[config.mk]
export PLATFORM = sky130hd
export DESIGN_NAME = debounce_event_ctrl
export DESIGN_NICKNAME = d
export VERILOG_FILES = /design/src/rtl/debounce_event_ctrl.sv
export SDC_FILE = /design/constraint.sdc
export NUM_CORES = 1
export LEC_CHECK = 0
export CORE_MARGIN = 4
export CORE_UTILIZATION = 30
export DETAILED_ROUTE_END_ITERATION = 12
export GPL_ROUTABILITY_DRIVEN = 0
export GPL_TIMING_DRIVEN = 0
export PLACE_DENSITY = 0.51
export SETUP_SLACK_MARGIN = 0.5
export SYNTH_ARGS = -nofsm -noshare
export SYNTH_HDL_FRONTEND = slang
export SYNTH_SLANG_ARGS = --single-unit
[constraint.sdc]
create_clock -name clk -period 2.1 [get_ports clk]
set_input_delay 0.21 -clock clk [delete_from_list [all_inputs] [get_ports clk]]
set_output_delay 0.21 -clock clk [all_outputs]
set_load 0.03 [all_outputs]
[src/rtl/debounce_event_ctrl.sv]
// Multi-channel push-button debouncer with hysteretic stable levels and a
// round-robin serializer that presents press/release events on a valid/ready port.
module debounce_event_ctrl #(
  parameter int unsigned CH       = 4,
  parameter int unsigned N        = 3,
  parameter int unsigned TICK_DIV = 4,
  parameter int unsigned CW       = $clog2(CH)
) (
  input  logic          clk,
  input  logic          rst,
  input  logic [CH-1:0] raw_in,
  output logic [CH-1:0] stable,
  output logic          evt_valid,
  input  logic          evt_ready,
  output logic [CW-1:0] evt_ch,
  output logic          evt_press,
  output logic          ovf
);

  localparam int unsigned PW = (TICK_DIV > 1) ? $clog2(TICK_DIV) : 1;

  logic [PW-1:0] pcnt;
  logic          tick;

  logic [N-1:0]  hist    [CH];
  logic [N-1:0]  hist_nx [CH];
  logic [CH-1:0] stable_nx;
  logic [CH-1:0] post;

  logic [CH-1:0] pend, pend_nx;
  logic [CH-1:0] ptype, ptype_nx;
  logic [CW-1:0] last;
  logic          slot_free;
  logic          gnt;
  logic [CW-1:0] gnt_ch;
  logic          ovf_set;

  assign tick      = (pcnt == PW'(TICK_DIV - 1));
  assign slot_free = !evt_valid || evt_ready;

  always_ff @(posedge clk or posedge rst) begin
    if (rst) begin
      pcnt <= '0;
    end else if (tick) begin
      pcnt <= '0;
    end else begin
      pcnt <= pcnt + 1'b1;
    end
  end

  // Stable level is judged on the history including this tick's sample.
  always_comb begin
    stable_nx = stable;
    post      = '0;
    for (int unsigned i = 0; i < CH; i++) begin
      hist_nx[i] = hist[i];
      if (tick) begin
        hist_nx[i] = {hist[i][N-2:0], raw_in[i]};
        if ((&hist_nx[i]) && !stable[i]) begin
          stable_nx[i] = 1'b1;
          post[i]      = 1'b1;
        end else if (!(|hist_nx[i]) && stable[i]) begin
          stable_nx[i] = 1'b0;
          post[i]      = 1'b1;
        end
      end
    end
  end

  always_comb begin
    int unsigned idx;
    gnt    = 1'b0;
    gnt_ch = '0;
    for (int unsigned k = 1; k <= CH; k++) begin
      idx = (32'(last) + k) % CH;
      if (!gnt && pend[CW'(idx)]) begin
        gnt    = 1'b1;
        gnt_ch = CW'(idx);
      end
    end
    gnt = gnt && slot_free;
  end

  // Clearing the granted bit before posting lets a same-cycle repost survive
  // without counting as an overwrite.
  always_comb begin
    pend_nx  = pend;
    ptype_nx = ptype;
    ovf_set  = 1'b0;
    if (gnt) begin
      pend_nx[gnt_ch] = 1'b0;
    end
    for (int unsigned i = 0; i < CH; i++) begin
      if (post[i]) begin
        if (pend_nx[i]) begin
          ovf_set = 1'b1;
        end
        pend_nx[i]  = 1'b1;
        ptype_nx[i] = stable_nx[i];
      end
    end
  end

  always_ff @(posedge clk or posedge rst) begin
    if (rst) begin
      for (int unsigned i = 0; i < CH; i++) begin
        hist[i] <= '0;
      end
      stable    <= '0;
      pend      <= '0;
      ptype     <= '0;
      evt_valid <= 1'b0;
      evt_ch    <= '0;
      evt_press <= 1'b0;
      ovf       <= 1'b0;
      last      <= CW'(CH - 1);
    end else begin
      for (int unsigned i = 0; i < CH; i++) begin
        hist[i] <= hist_nx[i];
      end
      stable <= stable_nx;
      pend   <= pend_nx;
      ptype  <= ptype_nx;
      ovf    <= ovf | ovf_set;
      if (slot_free) begin
        evt_valid <= gnt;
        if (gnt) begin
          evt_ch    <= gnt_ch;
          evt_press <= ptype[gnt_ch];
          last      <= gnt_ch;
        end
      end
    end
  end

endmodule

After elaboration in Yosys (flattened, before gate mapping)
Cells that the tools add are included.
Storage, ports and cells
  word-level logic and storage cells: 124
  register bits: 29
  output and inout bits: 9
  bits of input ports: 7
Cells by class
  order comparisons: 6
  add/subtract/negate cells: 5
  multiplexer cells: 58
  equality and inequality tests: 1
  reductions and logical operators: 35
  bitwise gates (word level): 3
Operator list (count)
  2-to-1 mux 1 bit: 46
  less-than comparator 2 x 3 -> 1 bit (second input constant): 5
  logical AND 1 bit: 13
  logical NOT 1 bit: 12
  AND reduction 3 bit: 4
  OR reduction 3 bit: 4
  binary-select mux 1 bit (select 2 bit): 5
  2-to-1 mux 2 bit: 5
  adder 2 x 1 -> 2 bit (second input constant): 3
  adder 2 bit (second input constant): 2
  AND 4 bit: 1
  2-to-1 mux 4 bit: 1
  inverter 4 bit: 1
  demux 1 bit (select 2 bit): 1
  == test 2 bit (second input constant): 1
  greater-or-equal comparator 2 x 1 -> 1 bit (second input constant): 1
  AND reduction 2 bit: 1
  logical OR 1 bit: 1
  OR 1 bit: 1

Longest topological paths before layout
  depth in word-level cells: 29
  depth in mapped cells: 6
  mapped depth without buffers: 5

Worst setup path after synthesis
OpenSTA, ideal clock, no wires.
  path kind: register -> register
  start: reg last[0]
  end: reg ovf
  library setup time: 0.136 ns
  path slack: 0.526 ns
  data arrival time: 1.439 ns
  required time: 1.964 ns
  period minus slack after synthesis: 1.574 ns
  cell stages (with the launch flop): 6
  path buffers: 0
  path through: dfstp_2 -> nand2b_4 -> a21oi_2 -> or3_1 -> o2111ai_1 -> nand4_1
On the way
  cells in the longest elaborated chain, start to end: 29
  elaborated cells between the ends (all ways): 44
  those cells by class: add/sub (4); order compare (2); mux (27); bitwise (3); reduce/logical (8)
RTL lines
  from (decl): line 32  | logic [CW-1:0] last;
  from (signal assigned): line 116  | last <= CW'(CH - 1);
  from (signal assigned): line 130  | last <= gnt_ch;
  adder 2 x 1 -> 2 bit: line 75  | idx = (32'(last) + k) % CH;
  binary-select mux 1 bit (select 2 bit): line 76  | if (!gnt && pend[CW'(idx)]) begin
  2-to-1 mux 1 bit (implied by the code): line 76
  2-to-1 mux 1 bit: line 76
  logical NOT 1 bit: line 76
  logical AND 1 bit: line 76
  2-to-1 mux 1 bit: line 76
  logical NOT 1 bit: line 76
  [... 13 more ...]
  2-to-1 mux 1 bit: line 94  | if (post[i]) begin
  2-to-1 mux 1 bit: line 95  | if (pend_nx[i]) begin
  2-to-1 mux 1 bit: line 94
  2-to-1 mux 1 bit: line 95
  2-to-1 mux 1 bit: line 94
  2-to-1 mux 1 bit: line 95
  2-to-1 mux 1 bit *: line 94
  OR 1 bit *: line 124  | ovf <= ovf | ovf_set;
  to (signal assigned): line 124
  to (decl): line 17  | output logic ovf
Mark *: on every way between the ends. The rest lies on a longest branch, timed or not. The select of a mux whose other input is x is not followed.
A chain may end at the register's enable or synchronous reset.

Worst setup path in the final report
  start: reg last[1]
  end: reg ovf
The elaborated chain is that of the path after synthesis.

==> impl_results.md <==
- Status: completed
- Slew at the pin closest to its max-slew limit: 1.11 ns
- R2R Setup Slk: 0.38 ns
- Grt peak-use layer: met2
- Layout Area Growth over Synthesis: 36.2%
- Hold Vio Cnt, Final: 0
- Crit. Startpoint: last[1]
- Share of cells above drive strength 1: 33.9%
- Fin crit period: 1.72 ns
- Total Die Area: 0.00581 mm²
- Vias per inst: 5.10
- Total negative slack: 0 ns
- H-tree levels: 2
- Power per standard cell area: 1270 mW/mm²
- Total CTS buffers: 5
- Initial antenna violation count: 0
- Startpoint Class: flip-flop
- # diodes: 0
- Vias: 1121
- Highest ir drop seen on vdd: 571 µV
- Reg2reg end: ovf
- Number of synthesized flops with an enable pin: 0
- Ys flop type: dfrtp_1
- CP endpoint: ovf
- Post-detailed-route DRC marker count: 0
- Switching power: 963 µW
- Logic pwr share: 46.9%
- R2R cell count: 5
- CTS clk-pin slew, worst paths: 0.07 ns
- Final HPWL from detailed placement: 2090 µm
- Sequential share of the synthesized area: 52.2%
- Fmax: 583 MHz
- Row cnt: 24
- CP Capture Type: flip-flop
- Average size of a mapped cell: 10.3 µm²
- Util after Layout: 42.8%
- Internal: 1.46 mW
- Switching part of the total: 39.8%
- CP Cell Sequence: nor3b_2 -> a311oi_4 -> o311ai_4 -> a41oi_2 -> nand4_1
- Clk_lat worst skew: 0.28 ns
- Unique masters post-synth: 34
- IO buf count: 15
- CTS Root Cell: clkbuf_8
- Largest net degree at the start of global routing: 30
- Final non-filler cell area: 0.00190 mm²
- Most common cell after layout, fill and taps aside: dfrtp_1
- Setup CP Type: reg -> reg
- Met3 global-route usage: 4.61%
- Number of max-cap violations: 0
- Pins Over Slew Limit: 0
- Slowest cell on the critical path: dfstp_2
- Most frequent cells in the layout: 24 x dfrtp_1, 14 x nand2_1, 12 x mux2_2
- Synth Cell Area: 0.00140 mm²
- Die Width: 76.2 µm
- Ports: 16
- Yosys reg bits: 29
- Routed Antenna Nets: 0
- Reg power frac: 34.7%
- Reg2reg start: last[1]
- Syn nets: 143
- Die Y: 76.2 µm
- WHS: 0.434 ns
- Clk sinks: 29
- Global-route wire length before repair: 5220 µm
- Core Region: 0.00444 mm²
- Fin nets: 175
- # setup viols final: 0
- CP required: 2.25 ns
- Max transition margin: 25.6%
- Leakage power: 0.807 nW
- RSZ-0062 raised after global routing: true
- Initial core utilization: 31.4%
- Clk buf depth: 2
- Vias in the first global route: 1109
- Worst Path Arrival: 1.87 ns
- Share of total power in the clock network: 18.4%
- Final WL: 3250 µm
- Final period utilization: 81.7%
- Initial DRC count: 35
- Post-Syn Instances: 135
- Met2 GRT Util: 16.8%
- GRT Total Usage: 11.3%
- Hold_sp: pcnt[0]
- WL per Instance: 14.8 µm
- Met1 GRT Util: 14.1%
- Worst Path Max Fanout: 5
- Async SR Flop Fraction: 100%
- Post-DP Area: 0.00161 mm²
- CTS tree: done
- Clock Skew: 0.00388 ns
- Worst stage delay on the critical path: 0.61 ns
- Drt pass-1 iters: 4
- Hold Path Class: reg -> reg
- Tot Pwr: 2.42 mW
- CTS Hold Bufs: 0
- Synthesis Warnings: 0
- Grt ovf: 0
==> worst min path at each step <==
stage | depth (start not counted) | endpoint
after detailed placement | 1 | pcnt[0]
after global routing | 1 | pcnt[0]
after CTS | 1 | pcnt[0]
after global placement | 1 | pcnt[0]
final | 1 | pcnt[0]
after floorplan | 1 | evt_ch[0]
==> metrics by stage <==
stage                     worst slack, ns  instances
after detailed placement            0.269        202
final                               0.385        220
after CTS                           0.417        216
after global routing                0.355        220
after floorplan                     0.526        135
after global placement              0.280        202
==> critical path: cells and delay by family (launching register included) <==
family           cells  cell delay (ns)
AO/OA/AOI/OAI        3             0.78
flip-flops           1             0.61
AND/OR/NAND/NOR      2             0.20
==> flip-flops by register name, summed over array words and instances, names as in the netlist <==
register   flops
evt_ch         2
last           2
stable         4
pend           4
pcnt           2
evt_valid      1
hist           8
ptype          4
evt_press      1
ovf            1
==> timing repair <==
item / CTS / global route
setup endpoints to repair: 20 / 12
pin swaps: 7 / 14
setup buffers: 6 / 4
resized for setup: 19 / 16
==> Yosys cell counts, types with 2 or more instances <==
library cell	n	area, µm²
dfstp_2	2	52.6
nor3_1	3	15.0
o2111ai_1	3	26.3
nand3_1	6	30.0
nand3b_1	4	30.0
dfrtp_1	27	676
nor2_1	11	41.3
mux2_2	12	135
nand2_1	16	60.1
clkbuf_1	3	11.3
o21a_1	2	15.0
a21oi_1	6	30.0
o21ai_0	8	40.0
a31oi_1	4	25.0
o21ai_1	2	10.0
inv_1	6	22.5
nand2b_1	3	18.8
==> routing by layer <==
metal	up-vias	part of all wire (%)	wire (µm)
met2	17	46	1490
met1	544	48	1570
met5	-	0	0
met3	6	4.5	146
li1	554	-	-
met4	0	1.4	46
==> layout make-up <==
class / count / area (µm²)
inverter: 6 / 22.5
sequential: 29 / 732
tap: 52 / 65.1
clock buffer: 6 / 72.6
fill: 431 / 2540
multi-input combinational: 96 / 741
timing repair buffer: 25 / 224
clock inverter: 2 / 10.0
buffer: 4 / 35.0
==> power by group through the flow <==
stage / sequential, mW / combinational, mW / clock [mW]
2_1_floorplan: 0.894 / 0.438 / 0
3_3_place_gp: 0.831 / 0.720 / 0
3_5_place_dp: 0.839 / 0.733 / 0
4_1_cts: 0.820 / 0.910 / 0.458
5_1_grt: 0.858 / 1.22 / 0.487
6_report: 0.840 / 1.14 / 0.446
==> cells by family (layout without fill, tap and decap cells) <==
group                    Yosys count  in the layout  share of synthesized area (%)
adder cells (fa/ha/maj)            1              1                          0.896
AO/OA/AOI/OAI                     31             31                           14.8
flip-flops                        29             29                           52.2
AND/OR/NAND/NOR                   50             50                           18.2
multiplexers                      14             14                           11.2
buffers and inverters             10             43                           2.78
(Power assumes the default switching activity.)
==> variant, RTL diff (same settings) <==
Change the parameter `CH` from 4 to 2.
--- a/src/rtl/debounce_event_ctrl.sv
+++ b/src/rtl/debounce_event_ctrl.sv
@@ -1,7 +1,7 @@
 // Multi-channel push-button debouncer with hysteretic stable levels and a
 // round-robin serializer that presents press/release events on a valid/ready port.
 module debounce_event_ctrl #(
-  parameter int unsigned CH       = 4,
+  parameter int unsigned CH       = 2,
   parameter int unsigned N        = 3,
   parameter int unsigned TICK_DIV = 4,
   parameter int unsigned CW       = $clog2(CH)
Ports: changed (resized evt_ch, raw_in and stable); port bits go from 16 to 11. The function was not compared with the original's and may differ.
==> variant against the unedited design <==
- sequential share of layout area increased by 6.4 points
- area after synthesis decreased by 45%
- clock power decreased by 62%
- wire length decreased by 60%
- final area decreased by 50%
- global-route usage decreased by 2.1 points
- sequential cell count decreased by 12
- hold slack got worse by 0.13 ns
- utilization decreased by 4.5 points
- power decreased by 75%
- worst setup slack improved by 0.19 ns
- sequential power decreased by 57%
- critical path type unchanged
- critical endpoint is now ptype[1]
- highest routed layer unchanged
==> variant: results (changes against the unedited design) <==
Global route
  – Tot GR Track Use: 0.0921 (-0.0214)
  – Largest net degree at the start of global routing: 18 (-40%)
  – Initial antenna violation count: 0 (unchanged)
  – Vias in the first global route: 575 (-48%)
  – First-pass GRT wire length: 2390 microns (-54%)

Synth
  – Netlist cell types: 26 (-24%)
  – Yosys synthesis warning count: 0 (unchanged)
  – Async S/R FF share, synth: 1.00 (unchanged)
  – Post-synth top flop: dfrtp_1
  – Area contributors post-synth: dfrtp_1 (52%), mux2_2 (8.7%), dfstp_2 (3.4%), a21oi_1 (3.2%), o21ai_0 (3.2%)
  – Post-Syn Nets: 73 (-49%)
  – Syn_area_per_cell: 11.6 sq um (+12%)
  – Post-synthesis sequential area ratio: 0.551 (+0.0294)
  – Most frequent cells after synthesis: dfrtp_1 (16), mux2_2 (6), a21oi_1 (5), o21ai_0 (5)

Routing
  – Final WL: 1290 microns (-60%)
  – DRT Pass-1 Iters: 2 (-2)
  – Wire length per cell: 11.6 microns (-22%)
  – DRT iter0 DRCs: 4 (-89%)
  – Via count: 560 (-50%)

Placed design
  – # port buffers: 10 (-5)
  – DP Worst Slack: 0.449 ns (+0.180 ns)
  – Post-DP Area: 912 sq um (-43%)
  – Detailed Place HPWL: 980 microns (-53%)
  – DP Cell Count: 107 (-47%)

Layout
  – Layout cells sized above 1: 0.171 (-0.169)
  – Ant. Diodes: 0 (unchanged)
  – Register with the most flip-flops: hist
  – Max reg flops: 4 (-4)
  – Nets: 89 (-49%)

Power
  – Leak: 0.406 nW (-50%)
  – Peak supply drop: 0.000353 V (-38%)

Clock network
  – Clock-pin slew on the worst setup and hold paths: 0.09 ns (+0.02 ns)
  – Clk Tree Root Cell: clkbuf_4
  – Clk buf depth: 2 (unchanged)
  – H-tree lvl count: 1 (-1)
  – Clock latency on the worst-skew pair: 0.28 ns (about the same)
  – CTS buffer count: 3 (-2)

STA
  – Slew headroom: 0.566 (+0.310)
  – Clock skew: 0.00207 ns (-0.00181 ns)

Worst hold path
  – HP Class: in2async

Status
  – Outcome: complete, no violations

Critical path
  – Worst Path Max Fanout: 10 (+5)
  – Arr. time, crit path: 1.70 ns (-0.17 ns)
variant: cells by family (layout without fill, tap and decap cells):
family,after synthesis,after routing,synth area share
AOI/OAI and AO/OA,18,18,0.147
muxes,6,6,0.0872
and+or+nand+nor,20,20,0.165
DFF,17,17,0.551
adders and majority gates,1,1,0.0162
buffers and inverters,5,20,0.0339
variant: worst max-delay path, cell delays in order (launching register included):
cell	delay (ns)
dfrtp_1	0.36
ha_1	0.18
buf_6	0.14
or3b_1	0.36
or2_0	0.21
a22o_1	0.18
variant: final timing paths:
| path | from | end | slack (ns) | cells past startpoint |
|---|---|---|---|---|
| setup / recovery | pcnt[0] | ptype[1] | 0.58 | 5 |
| min in group clk | pcnt[1] | pcnt[1] | 0.48 | 1 |
| hold reg to reg | pcnt[1] | pcnt[1] | 0.48 | 1 |
| hold / removal | rst | hist[0] | 0.31 | 2 |
| setup reg to reg | pcnt[0] | ptype[1] | 0.58 | 5 |
| max in group asynchronous | rst | evt_ch | 1.38 | 2 |
variant: area by class of cell:
cell class	instances	area (sq um)
fillers	258	1530
clock buffers	3	22.5
repair buffers	11	110
inverters	4	15.0
clock inverters	1	5.00
multi-input cells	45	322
flip-flops and latches	17	427
well taps	30	37.5
plain buffers	1	11.3
variant: metal layers:
layer | up-vias | wire [microns] | GRT usage
li1 | 280 | - | -
met1 | 273 | 584 | 0.105
met2 | 5 | 644 | 0.150
met3 | 2 | 55 | 0.0395
met4 | 0 | 10 | 0.0388
met5 | - | 0 | 0
variant: power breakdown:
| part | leakage (nW) | total, mW | switching (mW) | internal, mW |
|---|---|---|---|---|
| registers | 0.196 | 0.365 | 0.0164 | 0.348 |
| logic | 0.192 | 0.0740 | 0.0391 | 0.0349 |
| clock network | 0.0177 | 0.168 | 0.0972 | 0.0707 |
| total | 0.406 | 0.607 | 0.153 | 0.454 |
variant: timing repair:
item	in CTS	in global routing
pin swaps	0	0
resized for setup	2	2
setup buffers	0	1
setup endpoints to repair	2	3
